===== config.mk =====
export PLATFORM = sky130hd
export DESIGN_NAME = ll_list_builder
export DESIGN_NICKNAME = d
export VERILOG_FILES = /design/src/rtl/ll_pkg.sv /design/src/rtl/ll_next_ram.sv /design/src/rtl/ll_list_builder.sv
export SDC_FILE = /design/constraint.sdc
export NUM_CORES = 1
export LEC_CHECK = 0
export CAP_MARGIN = 25
export CORE_UTILIZATION = 40
export DETAILED_ROUTE_END_ITERATION = 10
export GPL_ROUTABILITY_DRIVEN = 1
export GPL_TIMING_DRIVEN = 0
export HOLD_SLACK_MARGIN = 0.03
export MAX_ROUTING_LAYER = met4
export PLACE_DENSITY = 0.66
export SLEW_MARGIN = 25
export SYNTH_ARGS = -nofsm -noshare
export SYNTH_HDL_FRONTEND = slang
export SYNTH_SLANG_ARGS = --single-unit

===== constraint.sdc =====
create_clock -name clk -period 3.2 [get_ports clk]
set_input_delay 0.48 -clock clk [delete_from_list [all_inputs] [get_ports clk]]
set_output_delay 0.48 -clock clk [all_outputs]
set_load 0.02 [all_outputs]

===== src/rtl/ll_pkg.sv =====
// Shared types and constants for the linked-list builder.
// Optional build macro: LL_BUILDER_CHECK_EN (structural error checks, see ll_list_builder).
package ll_pkg;
  localparam int N     = 16;
  localparam int W_PTR = $clog2(N);

  typedef logic [W_PTR-1:0] ptr_t;

  localparam ptr_t NULL_PTR = '0;
  localparam ptr_t LAST_PTR = ptr_t'(N-1);

  typedef enum logic {IDLE, WALK} state_t;
endpackage


===== src/rtl/ll_next_ram.sv =====
// next[] pointer table: register array reset to the initial free chain
// 1->2->...->N-1->0, NRD combinational read ports, two write ports.
module ll_next_ram
  import ll_pkg::*;
#(
  parameter int NRD = 2
) (
  input  logic             clk,
  input  logic             rst_n,
  input  ptr_t [NRD-1:0]   raddr,
  output ptr_t [NRD-1:0]   rdata,
  input  logic [1:0]       we,
  input  ptr_t [1:0]       waddr,
  input  ptr_t [1:0]       wdata
);

  ptr_t mem [N];

  // Table update; node 0 is the NULL terminator and is never rewritten.
  always_ff @(posedge clk or negedge rst_n) begin
    if (!rst_n) begin
      for (int i = 0; i < N; i++)
        mem[i] <= (i >= 1 && i <= N-2) ? ptr_t'(i+1) : NULL_PTR;
    end else begin
      for (int k = 0; k < 2; k++)
        if (we[k] && waddr[k] != NULL_PTR) mem[waddr[k]] <= wdata[k];
    end
  end

  // Combinational lookups.
  always_comb begin
    for (int i = 0; i < NRD; i++) rdata[i] = mem[raddr[i]];
  end

  // The controller never targets one address from both write ports.
  a_no_dual_write: assert property (@(posedge clk) disable iff (!rst_n)
    !(we[0] && we[1] && waddr[0] == waddr[1]));

endmodule


===== src/rtl/ll_list_builder.sv =====
// Linked-list writer: owns next[], the free pool and append/free operations.
// Optional build macro: LL_BUILDER_CHECK_EN enables the sticky err checks
// (append to a non-tail, walk loop detection, free into a full pool).
module ll_list_builder
  import ll_pkg::*;
(
  input  logic             clk,
  input  logic             rst_n,
  input  logic             app_vld,
  input  logic [W_PTR-1:0] app_tail,
  output logic             app_rdy,
  output logic             app_done,
  output logic [W_PTR-1:0] app_ptr,
  input  logic             free_vld,
  input  logic [W_PTR-1:0] free_head,
  output logic             free_rdy,
  output logic             free_done,
  output logic [W_PTR-1:0] free_cnt,
  input  logic [W_PTR-1:0] rd_ptr,
  output logic [W_PTR-1:0] rd_next,
  output logic             err
);

`ifdef LL_BUILDER_CHECK_EN
  localparam int NRD = 3;  // extra port reads next[app_tail]
`else
  localparam int NRD = 2;
`endif

  state_t state_q, state_d;
  ptr_t   cur_q, cur_d, len_q, len_d, head_q, head_d;
  ptr_t   pool_q, pool_d, cnt_q, cnt_d, app_ptr_q, app_ptr_d;
  logic   app_done_q, app_done_d, free_done_q, free_done_d, err_q, err_d;

  ptr_t [NRD-1:0] raddr, rdata;
  logic [1:0]     we;
  ptr_t [1:0]     waddr, wdata;
  logic           tail_bad, loop_bad, full_bad;

  ll_next_ram #(.NRD(NRD)) u_ram (
    .clk   (clk),
    .rst_n (rst_n),
    .raddr (raddr),
    .rdata (rdata),
    .we    (we),
    .waddr (waddr),
    .wdata (wdata)
  );

  assign app_rdy   = (state_q == IDLE) && (cnt_q != NULL_PTR);
  assign free_rdy  = (state_q == IDLE) && !app_vld;
  assign app_done  = app_done_q;
  assign app_ptr   = app_ptr_q;
  assign free_done = free_done_q;
  assign free_cnt  = cnt_q;
  assign rd_next   = rdata[0];
  assign err       = err_q;

  // Read port 1 follows the walk cursor while walking, else the pool head.
  always_comb begin
    raddr[0] = rd_ptr;
    raddr[1] = (state_q == WALK) ? cur_q : pool_q;
`ifdef LL_BUILDER_CHECK_EN
    raddr[2] = app_tail;
`endif
  end

  // Error conditions; all constant-false when checks are compiled out.
  always_comb begin
`ifdef LL_BUILDER_CHECK_EN
    tail_bad = (app_tail != NULL_PTR) && (rdata[2] != NULL_PTR);
    loop_bad = (len_q == LAST_PTR);
    full_bad = (cnt_q == LAST_PTR);
`else
    tail_bad = 1'b0;
    loop_bad = 1'b0;
    full_bad = 1'b0;
`endif
  end

  // Next-state, table writes and completion pulses.
  always_comb begin
    state_d     = state_q;
    cur_d       = cur_q;
    len_d       = len_q;
    head_d      = head_q;
    pool_d      = pool_q;
    cnt_d       = cnt_q;
    app_ptr_d   = app_ptr_q;
    err_d       = err_q;
    app_done_d  = 1'b0;
    free_done_d = 1'b0;
    we          = '0;
    waddr       = '0;
    wdata       = '0;
    case (state_q)
      IDLE: begin
        if (app_vld && app_rdy) begin
          app_done_d = 1'b1;
          if (tail_bad) begin
            app_ptr_d = NULL_PTR;
            err_d     = 1'b1;
          end else begin
            // Pop the pool head, terminate it, link it behind the tail.
            app_ptr_d = pool_q;
            pool_d    = rdata[1];
            cnt_d     = cnt_q - ptr_t'(1);
            we[0]     = 1'b1;
            waddr[0]  = pool_q;
            wdata[0]  = NULL_PTR;
            if (app_tail != NULL_PTR) begin
              we[1]    = 1'b1;
              waddr[1] = app_tail;
              wdata[1] = pool_q;
            end
          end
        end else if (free_vld && free_rdy) begin
          if (free_head == NULL_PTR) begin
            free_done_d = 1'b1;
          end else if (full_bad) begin
            err_d       = 1'b1;
            free_done_d = 1'b1;
          end else begin
            state_d = WALK;
            cur_d   = free_head;
            head_d  = free_head;
            len_d   = ptr_t'(1);
          end
        end
      end
      WALK: begin
        if (rdata[1] != NULL_PTR) begin
          if (loop_bad) begin
            err_d       = 1'b1;
            free_done_d = 1'b1;
            state_d     = IDLE;
          end else begin
            cur_d = rdata[1];
            len_d = len_q + ptr_t'(1);
          end
        end else begin
          // Tail found: splice the whole list in front of the pool.
          we[0]       = 1'b1;
          waddr[0]    = cur_q;
          wdata[0]    = pool_q;
          pool_d      = head_q;
          cnt_d       = cnt_q + len_q;
          free_done_d = 1'b1;
          state_d     = IDLE;
        end
      end
      default: state_d = IDLE;
    endcase
  end

  // Controller registers.
  always_ff @(posedge clk or negedge rst_n) begin
    if (!rst_n) begin
      state_q     <= IDLE;
      cur_q       <= NULL_PTR;
      len_q       <= NULL_PTR;
      head_q      <= NULL_PTR;
      pool_q      <= ptr_t'(1);
      cnt_q       <= LAST_PTR;
      app_ptr_q   <= NULL_PTR;
      app_done_q  <= 1'b0;
      free_done_q <= 1'b0;
      err_q       <= 1'b0;
    end else begin
      state_q     <= state_d;
      cur_q       <= cur_d;
      len_q       <= len_d;
      head_q      <= head_d;
      pool_q      <= pool_d;
      cnt_q       <= cnt_d;
      app_ptr_q   <= app_ptr_d;
      app_done_q  <= app_done_d;
      free_done_q <= free_done_d;
      err_q       <= err_d;
    end
  end

endmodule


==> impl_metrics.tcl <==
set metrics [dict create \
    post_route_cells_drive_above_1_share 0.440 \
    avgSynthCellArea_um2 10.0 \
    first_pass_iters 6 \
    yosys_warnings 0 \
    postRouteAntennaNets 0 \
    unrepaired_setup_endpoints_after_global_routing "true" \
    drt_drc_violations_left 0 \
    slew_violations 0 \
    post_synth_inst_count 588 \
    ys_seq_elements 91 \
    worstPathCellList "mux2_4 -> buf_4 -> mux4_2 -> nand2_1 -> nand4_4 -> or4_4 -> o32a_4 -> o31a_1 -> a221o_1" \
    timing.critical_path.fanout_max 5 \
    critical_path_class "reg -> reg" \
    hold_slack_ns 0.0138 \
    cts_tree "built" \
    power_per_cell_area_nw_per_um2 1250 \
    fin_util 0.588 \
    place.gp.congestion 0.971 \
    ff_latch_area_um2 2330 \
    fmax_ghz 0.277 \
    maxCapViolations 0 \
    cts_root_buf "sky130_fd_sc_hd__clkbuf_16" \
    portBuffers 29 \
    clock_sinks 91 \
    worst_setup_hold_path_clk_slew_ns 0.06 \
    cp.required_ns 3.47 \
    holdCritPathClass "in -> async" \
    postLayoutSetupSlackWorst_ns -0.405 \
    num-fill-cells 1105 \
    placementRows 43 \
    horiz_die_dim_um 123 \
    fp.dieArea_um2 15200 \
    synthesis.nets 609 \
    status "finished with violations" \
    worst_setup_slack_after_placement_ns -1.34 \
    power_frac_clock 0.107 \
    clock_insertion_delay_worst_skew_ns 0.36 \
    multiInputGateArea_um2 3940 \
    htree_levels 3 \
    met1_routing_resource_usage_after_global_routing 0.391 \
    worst_setup_path_end_kind "flop" \
    cts-root-to-sink-buffers 2 \
    grt_max_degree 55 \
    share_comb_of_total_power 0.667 \
    yosys.cell_types.count 62 \
    globalRouteOverflowTotal 0 \
    chipHeight_um 123 \
    detail_route.wl_per_cell_um 25.7 \
    most-common-layout-cells "sky130_fd_sc_hd__nor2_1 (65), sky130_fd_sc_hd__nand2_1 (51), sky130_fd_sc_hd__dfrtp_1 (51)" \
    cts-buffers-inserted 9 \
    post-route-period-util 1.13 \
    combined_area_of_all_synthesized_cells_um2 5890 \
    layout.cells.most_common "sky130_fd_sc_hd__nor2_1" \
    synthArstFlopShare 1.00 \
    post-route-min-period_ns 3.61 \
    sw_frac_of_total 0.438 \
    final_cells 876 \
    violations_in_the_final_reports "setup timing" \
    core-area_um2 14100 \
    antenna-diode-count 0 \
    slew-limit-headroom 0.479 \
    vias 6046 \
    synth_edf_count 0 \
    global_route.usage.met2 0.430 \
    timing.critical_path.slowest_cell_delay_ns 0.61 \
    avgViaCountPerCell 6.90 \
    detail_route.wirelength_um 22500 \
    finalHoldViolations 0 \
    leakagePower_nw 3.16 \
    skew_ns 0.0103 \
    start_util 0.418 \
    switchingPower_mw 4.54 \
    worstMarginPinSlew_ns 0.782 \
    grt_util_met3 0.0604 \
    worst_path_max_delay_cell "sky130_fd_sc_hd__or4_4" \
    io_pins 33 \
    pwr-share-seq 0.226 \
    ir_drop_uv 805 \
    grt_use_total 0.298 \
    grt_pass1_vias 5480 \
    dpl.hpwl_um 14100 \
    internal_power_mw 5.82 \
    setup_viol_count_final 70 \
    worst_setup_path_start_kind "flop" \
    cp.buffers_inverters 1 \
    worst_ep_arrival_time_ns 3.88 \
    drtIter0Drc 922 \
    cell_count_post_placement 798 \
    global_route.peak_usage_layer "met2" \
    cpLargestDelayFamily "compound AO/OA/AOI/OAI gates" \
    syn_to_final_growth_pct 40.8 \
    finish.net_count 712 \
    synth_ff_type "sky130_fd_sc_hd__dfrtp_1" \
    grt_pass1_wl_um 32100 \
    synth-seq-area-share 0.395 \
    antenna_found_initial 0 \
]
[path summary, 6_finish.rpt]
check / end / startpoint / cells after the start / slack (ns)
worst max-delay path: u_ram.mem[23] / pool_q[0] / 9 / -0.41
worst min-delay path: len_q[2] / rst_n / 1 / 0.01
worst max register to register: u_ram.mem[23] / pool_q[0] / 9 / -0.41
worst min register to register: u_ram.mem[62] / u_ram.mem[62] / 1 / 0.48
max in group asynchronous: u_ram.mem[27] / rst_n / 2 / 2.52
min in group clk: u_ram.mem[62] / u_ram.mem[62] / 1 / 0.48
[final cells by class]
type | count | area share
clock buffer | 14 | 0.0319
timing repair buffer | 97 | 0.133
inverter | 4 | 0.00181
multi-input combinational | 445 | 0.475
sequential | 91 | 0.281
tap | 180 | 0.0272
clock inverter | 2 | 0.00423
buffer | 43 | 0.0465
[Yosys cell counts, types with 3 or more instances]
cell type / count / share of area
sky130_fd_sc_hd__a21oi_1: 4 / 0.0034
sky130_fd_sc_hd__a221o_1: 8 / 0.014
sky130_fd_sc_hd__a22o_1: 3 / 0.0045
sky130_fd_sc_hd__a22oi_1: 9 / 0.011
sky130_fd_sc_hd__a31oi_1: 43 / 0.046
sky130_fd_sc_hd__a41oi_1: 4 / 0.0060
sky130_fd_sc_hd__and2_1: 5 / 0.0053
sky130_fd_sc_hd__and3_1: 7 / 0.0074
sky130_fd_sc_hd__buf_1: 8 / 0.0051
sky130_fd_sc_hd__buf_2: 5 / 0.0043
sky130_fd_sc_hd__buf_4: 3 / 0.0038
sky130_fd_sc_hd__buf_6: 7 / 0.013
sky130_fd_sc_hd__clkbuf_1: 24 / 0.015
sky130_fd_sc_hd__dfrtp_1: 55 / 0.23
sky130_fd_sc_hd__dfstp_2: 36 / 0.16
sky130_fd_sc_hd__ha_1: 4 / 0.0085
sky130_fd_sc_hd__mux2_1: 5 / 0.0096
sky130_fd_sc_hd__mux2i_1: 6 / 0.010
sky130_fd_sc_hd__mux4_2: 36 / 0.14
sky130_fd_sc_hd__nand2_1: 56 / 0.036
sky130_fd_sc_hd__nand2b_1: 5 / 0.0053
sky130_fd_sc_hd__nand3_1: 52 / 0.044
sky130_fd_sc_hd__nand4_1: 6 / 0.0064
sky130_fd_sc_hd__nor2_1: 66 / 0.042
sky130_fd_sc_hd__nor3_1: 3 / 0.0026
sky130_fd_sc_hd__o211ai_1: 12 / 0.015
sky130_fd_sc_hd__o21a_1: 3 / 0.0038
sky130_fd_sc_hd__o21ai_0: 7 / 0.0060
sky130_fd_sc_hd__o21ai_1: 47 / 0.040
sky130_fd_sc_hd__o21ai_2: 3 / 0.0045
sky130_fd_sc_hd__o22ai_1: 3 / 0.0032
sky130_fd_sc_hd__o31a_1: 3 / 0.0045
sky130_fd_sc_hd__o31ai_1: 8 / 0.010
[power groups by stage]
stage | logic, mW | registers [mW] | clock network (mW)
floorplan | 3.13 | 2.14 | 0
global placement | 4.30 | 2.19 | 0
detailed placement | 4.38 | 2.22 | 0
CTS | 5.34 | 2.23 | 1.11
global route | 7.15 | 2.38 | 1.14
finish | 6.92 | 2.34 | 1.11
[stage by stage]
step | cell area (µm²) | TNS (ns) | total power [mW]
final | 8290 | -19.27 | 10.4
after global routing | 8290 | -23.97 | 10.7
after CTS | 7460 | -17.95 | 8.68
after detailed placement | 6560 | -90.76 | 6.60
after global placement | 6530 | -202.87 | 6.49
after floorplan | 6020 | -5.05 | 5.27
[state kept, by name, summed over array words and instances, names as in the netlist]
name and count:
free_cnt 4, pool_q 4, len_q 4, state_q 1, app_done 1, head_q 4, app_ptr 4, cur_q 4
free_done 1, u_ram.mem 64
[logic make-up after synthesis]
family | after synthesis | synth area share
compound gates | 168 | 0.197
xor+xnor | 4 | 0.00595
fa+ha+maj | 5 | 0.0119
buf+inv | 52 | 0.0453
flops | 91 | 0.395
mux | 50 | 0.164
other cells | 1 | 0.000637
simple gates | 217 | 0.180
[metal layers]
layer | part of all wire | routed length, µm
met1 | 0.38 | 8480
met2 | 0.45 | 10200
met3 | 0.12 | 2600
met4 | 0.056 | 1270
met5 | 0 | 0
[repair_timing]
item,in CTS,in global routing
pin swaps,25,99
hold buffers,0,0
setup buffers,32,26
endpoints found under the setup margin,82,82
gates resized for setup,70,142
gates cloned,5,7
[worst register-to-register path, delay by kind of cell (launching register included)]
| family | cells | cell delay, ns |
|---|---|---|
| compound gates | 3 | 1.08 |
| simple gates | 3 | 0.92 |
| mux | 2 | 0.77 |
| flops | 1 | 0.54 |
| buf+inv | 1 | 0.20 |
Note: power is estimated with default switching activity, not from simulation.
